`src/rtl/pong_ball_controller_if.sv`:
```
// rtl/pong_ball_controller_if.sv - frame/control inputs and ball/overlay outputs of the pong ball controller
interface pong_ball_controller_if;
    logic        FRAME_TICK;
    logic [7:0]  PADDLE_POSITION;
    logic        SERVE;
    logic [10:0] BALL_X;
    logic [10:0] BALL_Y;
    logic        BALL_VISIBLE;
    logic [7:0]  SCORE;
    logic [1:0]  MISSES;
    logic [2:0]  GAME_STATE;

    modport master (
        output FRAME_TICK, PADDLE_POSITION, SERVE,
        input  BALL_X, BALL_Y, BALL_VISIBLE, SCORE, MISSES, GAME_STATE
    );

    modport slave (
        input  FRAME_TICK, PADDLE_POSITION, SERVE,
        output BALL_X, BALL_Y, BALL_VISIBLE, SCORE, MISSES, GAME_STATE
    );
endinterface

```
`src/rtl/pong_ball_controller.sv`:
```
// rtl/pong_ball_controller.sv - per-frame ball motion, collisions, serve/miss timing and scoring for pong
module pong_ball_controller #(
    parameter int SCREEN_W    = 640,
    parameter int SCREEN_H    = 480,
    parameter int BORDER      = 5,
    parameter int BALL_SIZE   = 8,
    parameter int PADDLE_X    = 16,
    parameter int PADDLE_W    = 8,
    parameter int PADDLE_H    = 64,
    parameter int SPEED       = 2,
    parameter int SERVE_DELAY = 60,
    parameter int MISS_FRAMES = 30,
    parameter int MAX_MISSES  = 3
) (
    input  logic                    SYSTEM_CLOCK,
    input  logic                    RESET,
    pong_ball_controller_if.slave   bus
);
    typedef enum logic [2:0] {
        S_IDLE       = 3'd0,
        S_SERVE_WAIT = 3'd1,
        S_PLAY       = 3'd2,
        S_MISS       = 3'd3,
        S_GAME_OVER  = 3'd4
    } state_t;

    localparam logic [10:0] CX        = 11'((SCREEN_W - BALL_SIZE) / 2);
    localparam logic [10:0] CY        = 11'((SCREEN_H - BALL_SIZE) / 2);
    localparam logic [10:0] BSZ       = 11'(BALL_SIZE);
    localparam logic [10:0] SPD       = 11'(SPEED);
    localparam logic [10:0] BRD       = 11'(BORDER);
    localparam logic [10:0] TOP_LIM   = 11'(BORDER + SPEED);
    localparam logic [10:0] BOT_LIM   = 11'(SCREEN_H - BORDER - SPEED);
    localparam logic [10:0] BOT_Y     = 11'(SCREEN_H - BORDER - BALL_SIZE);
    localparam logic [10:0] RIGHT_LIM = 11'(SCREEN_W - BORDER - SPEED);
    localparam logic [10:0] RIGHT_X   = 11'(SCREEN_W - BORDER - BALL_SIZE);
    localparam logic [10:0] FACE      = 11'(PADDLE_X + PADDLE_W);
    localparam logic [10:0] LEFT_LIM  = 11'(PADDLE_X + PADDLE_W + SPEED);
    localparam logic [10:0] PAD_H     = 11'(PADDLE_H);
    localparam logic [7:0]  SERVE_CNT = 8'(SERVE_DELAY);
    localparam logic [7:0]  MISS_CNT  = 8'(MISS_FRAMES);
    localparam logic [1:0]  MISS_MAX  = 2'(MAX_MISSES);

    state_t      state_q, state_d;
    logic [10:0] x_q, x_d, y_q, y_d;
    logic        dx_q, dx_d;      // 1 = moving right
    logic        dy_q, dy_d;      // 1 = moving down
    logic        tog_q, tog_d;    // vertical direction of the next serve, 1 = down
    logic [7:0]  score_q, score_d;
    logic [1:0]  misses_q, misses_d;
    logic [7:0]  cnt_q, cnt_d;
    logic        serve_q;

    logic        serve_edge;
    logic        tick;
    logic [10:0] pad_top;
    logic        overlap;

    assign serve_edge = bus.SERVE & ~serve_q;
    assign tick       = bus.FRAME_TICK;
    assign pad_top    = BRD + {3'b000, bus.PADDLE_POSITION};
    assign overlap    = (y_q + BSZ > pad_top) && (y_q < pad_top + PAD_H);

    assign bus.BALL_X       = x_q;
    assign bus.BALL_Y       = y_q;
    assign bus.BALL_VISIBLE = (state_q == S_SERVE_WAIT) || (state_q == S_PLAY);
    assign bus.SCORE        = score_q;
    assign bus.MISSES       = misses_q;
    assign bus.GAME_STATE   = state_q;

    always_ff @(posedge SYSTEM_CLOCK or negedge RESET) begin
        if (!RESET) begin
            state_q  <= S_IDLE;
            x_q      <= CX;
            y_q      <= CY;
            dx_q     <= 1'b1;
            dy_q     <= 1'b1;
            tog_q    <= 1'b1;
            score_q  <= 8'd0;
            misses_q <= 2'd0;
            cnt_q    <= 8'd0;
            serve_q  <= 1'b0;
        end else begin
            state_q  <= state_d;
            x_q      <= x_d;
            y_q      <= y_d;
            dx_q     <= dx_d;
            dy_q     <= dy_d;
            tog_q    <= tog_d;
            score_q  <= score_d;
            misses_q <= misses_d;
            cnt_q    <= cnt_d;
            serve_q  <= bus.SERVE;
        end
    end

    always_comb begin
        state_d  = state_q;
        x_d      = x_q;
        y_d      = y_q;
        dx_d     = dx_q;
        dy_d     = dy_q;
        tog_d    = tog_q;
        score_d  = score_q;
        misses_d = misses_q;
        cnt_d    = cnt_q;
        case (state_q)
            // A serve edge is taken on any cycle, not only on a frame tick.
            S_IDLE, S_GAME_OVER: begin
                if (serve_edge) begin
                    if (state_q == S_GAME_OVER) begin
                        score_d  = 8'd0;
                        misses_d = 2'd0;
                    end
                    state_d = S_SERVE_WAIT;
                    x_d     = CX;
                    y_d     = CY;
                    dx_d    = 1'b1;
                    dy_d    = tog_q;
                    cnt_d   = SERVE_CNT;
                end
            end
            S_SERVE_WAIT: begin
                if (tick) begin
                    if (cnt_q == 8'd1) state_d = S_PLAY;
                    else               cnt_d   = cnt_q - 8'd1;
                end
            end
            S_PLAY: begin
                if (tick) begin
                    if (dy_q) begin
                        if (y_q + BSZ >= BOT_LIM) begin
                            y_d  = BOT_Y;
                            dy_d = 1'b0;
                        end else begin
                            y_d = y_q + SPD;
                        end
                    end else if (y_q <= TOP_LIM) begin
                        y_d  = BRD;
                        dy_d = 1'b1;
                    end else begin
                        y_d = y_q - SPD;
                    end

                    if (dx_q) begin
                        if (x_q + BSZ >= RIGHT_LIM) begin
                            x_d  = RIGHT_X;
                            dx_d = 1'b0;
                        end else begin
                            x_d = x_q + SPD;
                        end
                    end else if (x_q <= LEFT_LIM) begin
                        if (overlap) begin
                            x_d  = FACE;
                            dx_d = 1'b1;
                            if (score_q != 8'hFF) score_d = score_q + 8'd1;
                        end else begin
                            // The ball freezes where it slipped past the paddle.
                            state_d  = S_MISS;
                            misses_d = misses_q + 2'd1;
                            cnt_d    = MISS_CNT;
                            x_d      = x_q;
                            y_d      = y_q;
                            dy_d     = dy_q;
                        end
                    end else begin
                        x_d = x_q - SPD;
                    end
                end
            end
            S_MISS: begin
                if (tick) begin
                    if (cnt_q == 8'd1) begin
                        if (misses_q == MISS_MAX) begin
                            state_d = S_GAME_OVER;
                        end else begin
                            tog_d   = ~tog_q;
                            state_d = S_SERVE_WAIT;
                            x_d     = CX;
                            y_d     = CY;
                            dx_d    = 1'b1;
                            dy_d    = ~tog_q;
                            cnt_d   = SERVE_CNT;
                        end
                    end else begin
                        cnt_d = cnt_q - 8'd1;
                    end
                end
            end
            default: state_d = S_IDLE;
        endcase
    end
endmodule

```
`src/flat_wrapper.sv`:
```
// flat-port wrapper written by rule: the top's interface ports become plain ports
module pong_ball_controller_flat 
#(
    parameter int SCREEN_W    = 640,
    parameter int SCREEN_H    = 480,
    parameter int BORDER      = 5,
    parameter int BALL_SIZE   = 8,
    parameter int PADDLE_X    = 16,
    parameter int PADDLE_W    = 8,
    parameter int PADDLE_H    = 64,
    parameter int SPEED       = 2,
    parameter int SERVE_DELAY = 60,
    parameter int MISS_FRAMES = 30,
    parameter int MAX_MISSES  = 3
)
  (SYSTEM_CLOCK, RESET, bus_FRAME_TICK, bus_PADDLE_POSITION, bus_SERVE, bus_BALL_X, bus_BALL_Y, bus_BALL_VISIBLE, bus_SCORE, bus_MISSES, bus_GAME_STATE);
  pong_ball_controller_if bus_i ();
  input  logic SYSTEM_CLOCK;
  input  logic RESET;
  input wire logic [$bits(bus_i.FRAME_TICK)-1:0] bus_FRAME_TICK;
  input wire logic [$bits(bus_i.PADDLE_POSITION)-1:0] bus_PADDLE_POSITION;
  input wire logic [$bits(bus_i.SERVE)-1:0] bus_SERVE;
  output wire logic [$bits(bus_i.BALL_X)-1:0] bus_BALL_X;
  output wire logic [$bits(bus_i.BALL_Y)-1:0] bus_BALL_Y;
  output wire logic [$bits(bus_i.BALL_VISIBLE)-1:0] bus_BALL_VISIBLE;
  output wire logic [$bits(bus_i.SCORE)-1:0] bus_SCORE;
  output wire logic [$bits(bus_i.MISSES)-1:0] bus_MISSES;
  output wire logic [$bits(bus_i.GAME_STATE)-1:0] bus_GAME_STATE;
  assign bus_i.FRAME_TICK = bus_FRAME_TICK;
  assign bus_i.PADDLE_POSITION = bus_PADDLE_POSITION;
  assign bus_i.SERVE = bus_SERVE;
  assign bus_BALL_X = bus_i.BALL_X;
  assign bus_BALL_Y = bus_i.BALL_Y;
  assign bus_BALL_VISIBLE = bus_i.BALL_VISIBLE;
  assign bus_SCORE = bus_i.SCORE;
  assign bus_MISSES = bus_i.MISSES;
  assign bus_GAME_STATE = bus_i.GAME_STATE;
  pong_ball_controller #(.SCREEN_W(SCREEN_W), .SCREEN_H(SCREEN_H), .BORDER(BORDER), .BALL_SIZE(BALL_SIZE), .PADDLE_X(PADDLE_X), .PADDLE_W(PADDLE_W), .PADDLE_H(PADDLE_H), .SPEED(SPEED), .SERVE_DELAY(SERVE_DELAY), .MISS_FRAMES(MISS_FRAMES), .MAX_MISSES(MAX_MISSES)) u_core (.SYSTEM_CLOCK(SYSTEM_CLOCK), .RESET(RESET), .bus(bus_i));
endmodule
```
`config.mk`:
```
export PLATFORM = sky130hd
export DESIGN_NAME = pong_ball_controller_flat
export DESIGN_NICKNAME = d
export VERILOG_FILES = /design/src/rtl/pong_ball_controller_if.sv /design/src/rtl/pong_ball_controller.sv /design/src/flat_wrapper.sv
export SDC_FILE = /design/constraint.sdc
export NUM_CORES = 1
export LEC_CHECK = 0
export ABC_AREA = 1
export ABC_CLOCK_PERIOD_IN_PS = 2500
export BUFFER_PORTS_ARGS = -buffer_cell sky130_fd_sc_hd__buf_2
export CAP_MARGIN = 40
export CORE_ASPECT_RATIO = 0.5
export CORE_MARGIN = 4
export CORE_UTILIZATION = 25
export CTS_BUF_LIST = sky130_fd_sc_hd__clkbuf_2
export DETAILED_ROUTE_END_ITERATION = 10
export MAX_ROUTING_LAYER = met4
export PLACE_DENSITY_LB_ADDON = 0.12
export SYNTH_ARGS = -nofsm -noshare
export SYNTH_HDL_FRONTEND = slang
export SYNTH_SLANG_ARGS = --single-unit
```
`constraint.sdc`:
```
create_clock -name SYSTEM_CLOCK -period 2.5 [get_ports SYSTEM_CLOCK]
set_input_delay 0.125 -clock SYSTEM_CLOCK [delete_from_list [all_inputs] [get_ports SYSTEM_CLOCK]]
set_output_delay 0.125 -clock SYSTEM_CLOCK [all_outputs]
set_load 0.005 [all_outputs]
```
==> impl_metrics.yaml <==
sta:
  hold_violations: 0
  report.final.slew_viol_count: 0
  finalCriticalPeriod_ns: 2.62
  slew-limit-headroom: 0.625
  grt_setup_unrepaired: "yes"
  setup_total_negative_slack_ns: -3.08
  fmax_mhz: 381
  tightestPinTransition_ns: 0.557
  layout_setup_ws_ns: -0.123
  setup_violations: 42
  post-route-period-util: 1.05
  finClkSkew_ns: 0.0401
logic_synthesis:
  yosysSeqAreaShare: 0.266
  ys_types: 48
  synth-warning-count: 0
  post_synth_inst_count: 656
  syn_nets: 701
  synthesis.area_per_instance_sq_um: 6.83
  number_of_register_bits_inferred_by_synthesis: 47
  synthesis.area_sq_um: 4480
critical_path:
  path_max_fanout: 7
  crit_type: "reg2reg"
  crit_path_cell_trace: "inv_2 > nor2_4 > buf_6 > xor2_2 > inv_2 > ha_4 > inv_1 > o21bai_1 > inv_1 > nand2_1 > nand2_1 > nand2_2 > nand2_4 > buf_6 > buf_6 > nand2_8 > nand2_8 > inv_8 > nand2_1 > o21ai_1"
  crit_path_top_delay_cell: "sky130_fd_sc_hd__dfstp_2"
  path_buf_inv: 8
  cpLargestDelayFamily: "buffers and inverters"
  worstPathRequired_ns: 2.91
  arrival_ns: 3.04
  crit_path_max_incr_delay_ns: 0.64
  end_kind: "flip-flop"
  worstSetupStartpointType: "flip-flop"
  r2r_setup_slack_ns: -0.12
routing:
  postRouteAntennaNets: 0
  post_dr_wirelength_cell_um: 13.6
  drc: 0
  initialDrtViolationCount: 205
  via_density: 4.47
  detailedRoute.firstPassIterationCount: 4
  vias: 4615
  finalWirelength_um: 14000
placement:
  hpwlAfterDp_um: 10600
  place_congestion: 0.849
  port_buffers: 47
cells_and_area:
  synthToLayoutAreaGrowth_pct: 40.2
  drive_above_1_share: 0.340
  final_net_count: 841
  final_cell_mix: "sky130_fd_sc_hd__nand2_1 (174), sky130_fd_sc_hd__buf_4 (81), sky130_fd_sc_hd__inv_1 (78)"
  multi_input_gate_area_in_the_final_layout_sq_um: 3290
  final_common_cell: "sky130_fd_sc_hd__nand2_1"
  final_layout_fill_cell_count: 1868
  final-seq-area_sq_um: 1190
global_routing:
  grt_pass1_wl_um: 23000
  first_global_vias: 4377
  pin_count_of_the_biggest_net_entering_global_routing: 25
  antenna_violations_before_repair: 1
  final_global_route_overflow_total: 0
  gr-usage-all-layers: 0.143
clock_network:
  path_clk_slew_ns: 0.28
  worst_skew_pair.late_latency_ns: 0.46
  tritoncts_num_sinks: 47
  cts_htree_levels: 2
  cts_max_path_bufs: 2
  tritoncts_clock_tree: "built"
  cts-buffers-inserted: 5
  cts_root_buffer: "sky130_fd_sc_hd__clkbuf_2"
floorplanning:
  dieWidth_um: 197
  rows: 34
  initial_core_util: 0.256
  top_level_ports: 48
  die_h_um: 103
  floorplan.die_area_sq_um: 20300
  placeableCoreArea_sq_um: 17500
power_and_ir_drop:
  p_leak_nw: 3.09
  maximum_vdd_drop_mv: 0.357
  power_mw: 7.78
  cellPowerDensity_nw_per_um2: 1240
status:
  violated_checks: "setup timing"
  status: "finished with violations"
run:
  max_cap_violation_count: 0
min_path:
  hold_path_class: "in2async"
-- power breakdown --
| part | internal, mW | total, mW | switching [mW] |
|---|---|---|---|
| clock | 0.0738 | 0.352 | 0.278 |
| sequential | 1.12 | 1.51 | 0.386 |
| combinational | 2.65 | 5.92 | 3.27 |
-- state kept, by name (all words and copies together) (netlist names) --
| register | flops |
|---|---|
| u_core.bus.BALL_Y | 11 |
| u_core.tog_q | 1 |
| u_core.cnt_q | 8 |
| u_core.dx_q | 1 |
| u_core.serve_q | 1 |
| u_core.dy_q | 1 |
| u_core.bus.SCORE | 8 |
| u_core.bus.MISSES | 2 |
| u_core.bus.GAME_STATE | 3 |
| u_core.bus.BALL_X | 11 |
-- Yosys cell counts (all sizes together) --
library cell,instances,area (sq um)
a21oi,22,121
nand2,212,843
dfstp,13,342
nand4,13,81.3
a31o,1,8.76
o21ai,38,239
xnor2,4,35.0
o22ai,4,25.0
nor3,11,60.1
a21o,1,7.51
a31oi,2,18.8
clkinv,1,3.75
nor4,3,25.0
inv,87,329
o21a,2,15.0
nand3,43,228
o21bai,1,7.51
ha,33,413
clkbuf,3,11.3
a211oi,3,27.5
o31ai,1,7.51
xor2,41,359
conb,1,3.75
dfrtp,34,851
nor2,60,243
nand3b,3,22.5
o221ai,1,8.76
a41oi,1,8.76
or3,1,6.26
buf,10,82.6
o211ai,4,30.0
a21boi,2,15.0
-- worst paths after layout --
kind,start,end,cells past startpoint
min in group SYSTEM_CLOCK,bus_SERVE,u_core.serve_q,2
setup / recovery,u_core.bus.BALL_Y[3],u_core.bus.SCORE[5],20
hold reg to reg,u_core.bus.BALL_X[2],u_core.bus.BALL_X[2],2
hold / removal,RESET,u_core.bus.GAME_STATE[2],2
setup reg to reg,u_core.bus.BALL_Y[3],u_core.bus.SCORE[5],20
max in group asynchronous,RESET,u_core.bus.SCORE[3],4
-- cells by family after synthesis --
kind of cell / Yosys count / share of synthesized area
xor+xnor: 45 / 0.0880
simple gates: 346 / 0.337
buf+inv: 101 / 0.0952
other cells: 1 / 0.000837
compound gates: 83 / 0.121
flops: 47 / 0.266
fa+ha+maj: 33 / 0.0922
-- metrics by stage --
step	cells	hold slack [ns]	setup slack [ns]	instance area, sq um	utilization
after floorplan	656	-0.171	-0.0227	4510	-
after global placement	996	0.248	-0.510	5500	0.315
after detailed placement	997	0.0890	-0.571	5520	0.316
after CTS	1028	0.0202	-0.163	5980	0.342
after global routing	1032	0.0189	-0.263	6280	0.359
final	1032	0.0766	-0.123	6280	0.359
-- routing by layer --
layer / vias to the layer above / wire, um / track usage / share of wire
li1: 2388 / - / - / -
met1: 2135 / 7430 / 0.210 / 0.53
met2: 78 / 5920 / 0.211 / 0.42
met3: 14 / 454 / 0.0176 / 0.032
met4: 0 / 222 / 0.0272 / 0.016
met5: - / 0 / - / 0
-- cell type report --
type / instances / share of cell area
inverter: 88 / 0.0550
timing repair buffer: 145 / 0.177
clock inverter: 2 / 0.00219
clock buffer: 6 / 0.00478
sequential: 47 / 0.190
multi-input combinational: 509 / 0.524
antenna: 1 / 0.000398
tap: 234 / 0.0466
-- repair_timing --
action,4_1_cts,5_1_grt
buffers inserted,16,6
hold buffers,3,0
gates cloned,4,0
endpoints found under the hold margin,29,0
resized for setup,45,61
pin swaps,17,29
endpoints found under the setup margin,45,45
Power figures use the tool's default switching activity.
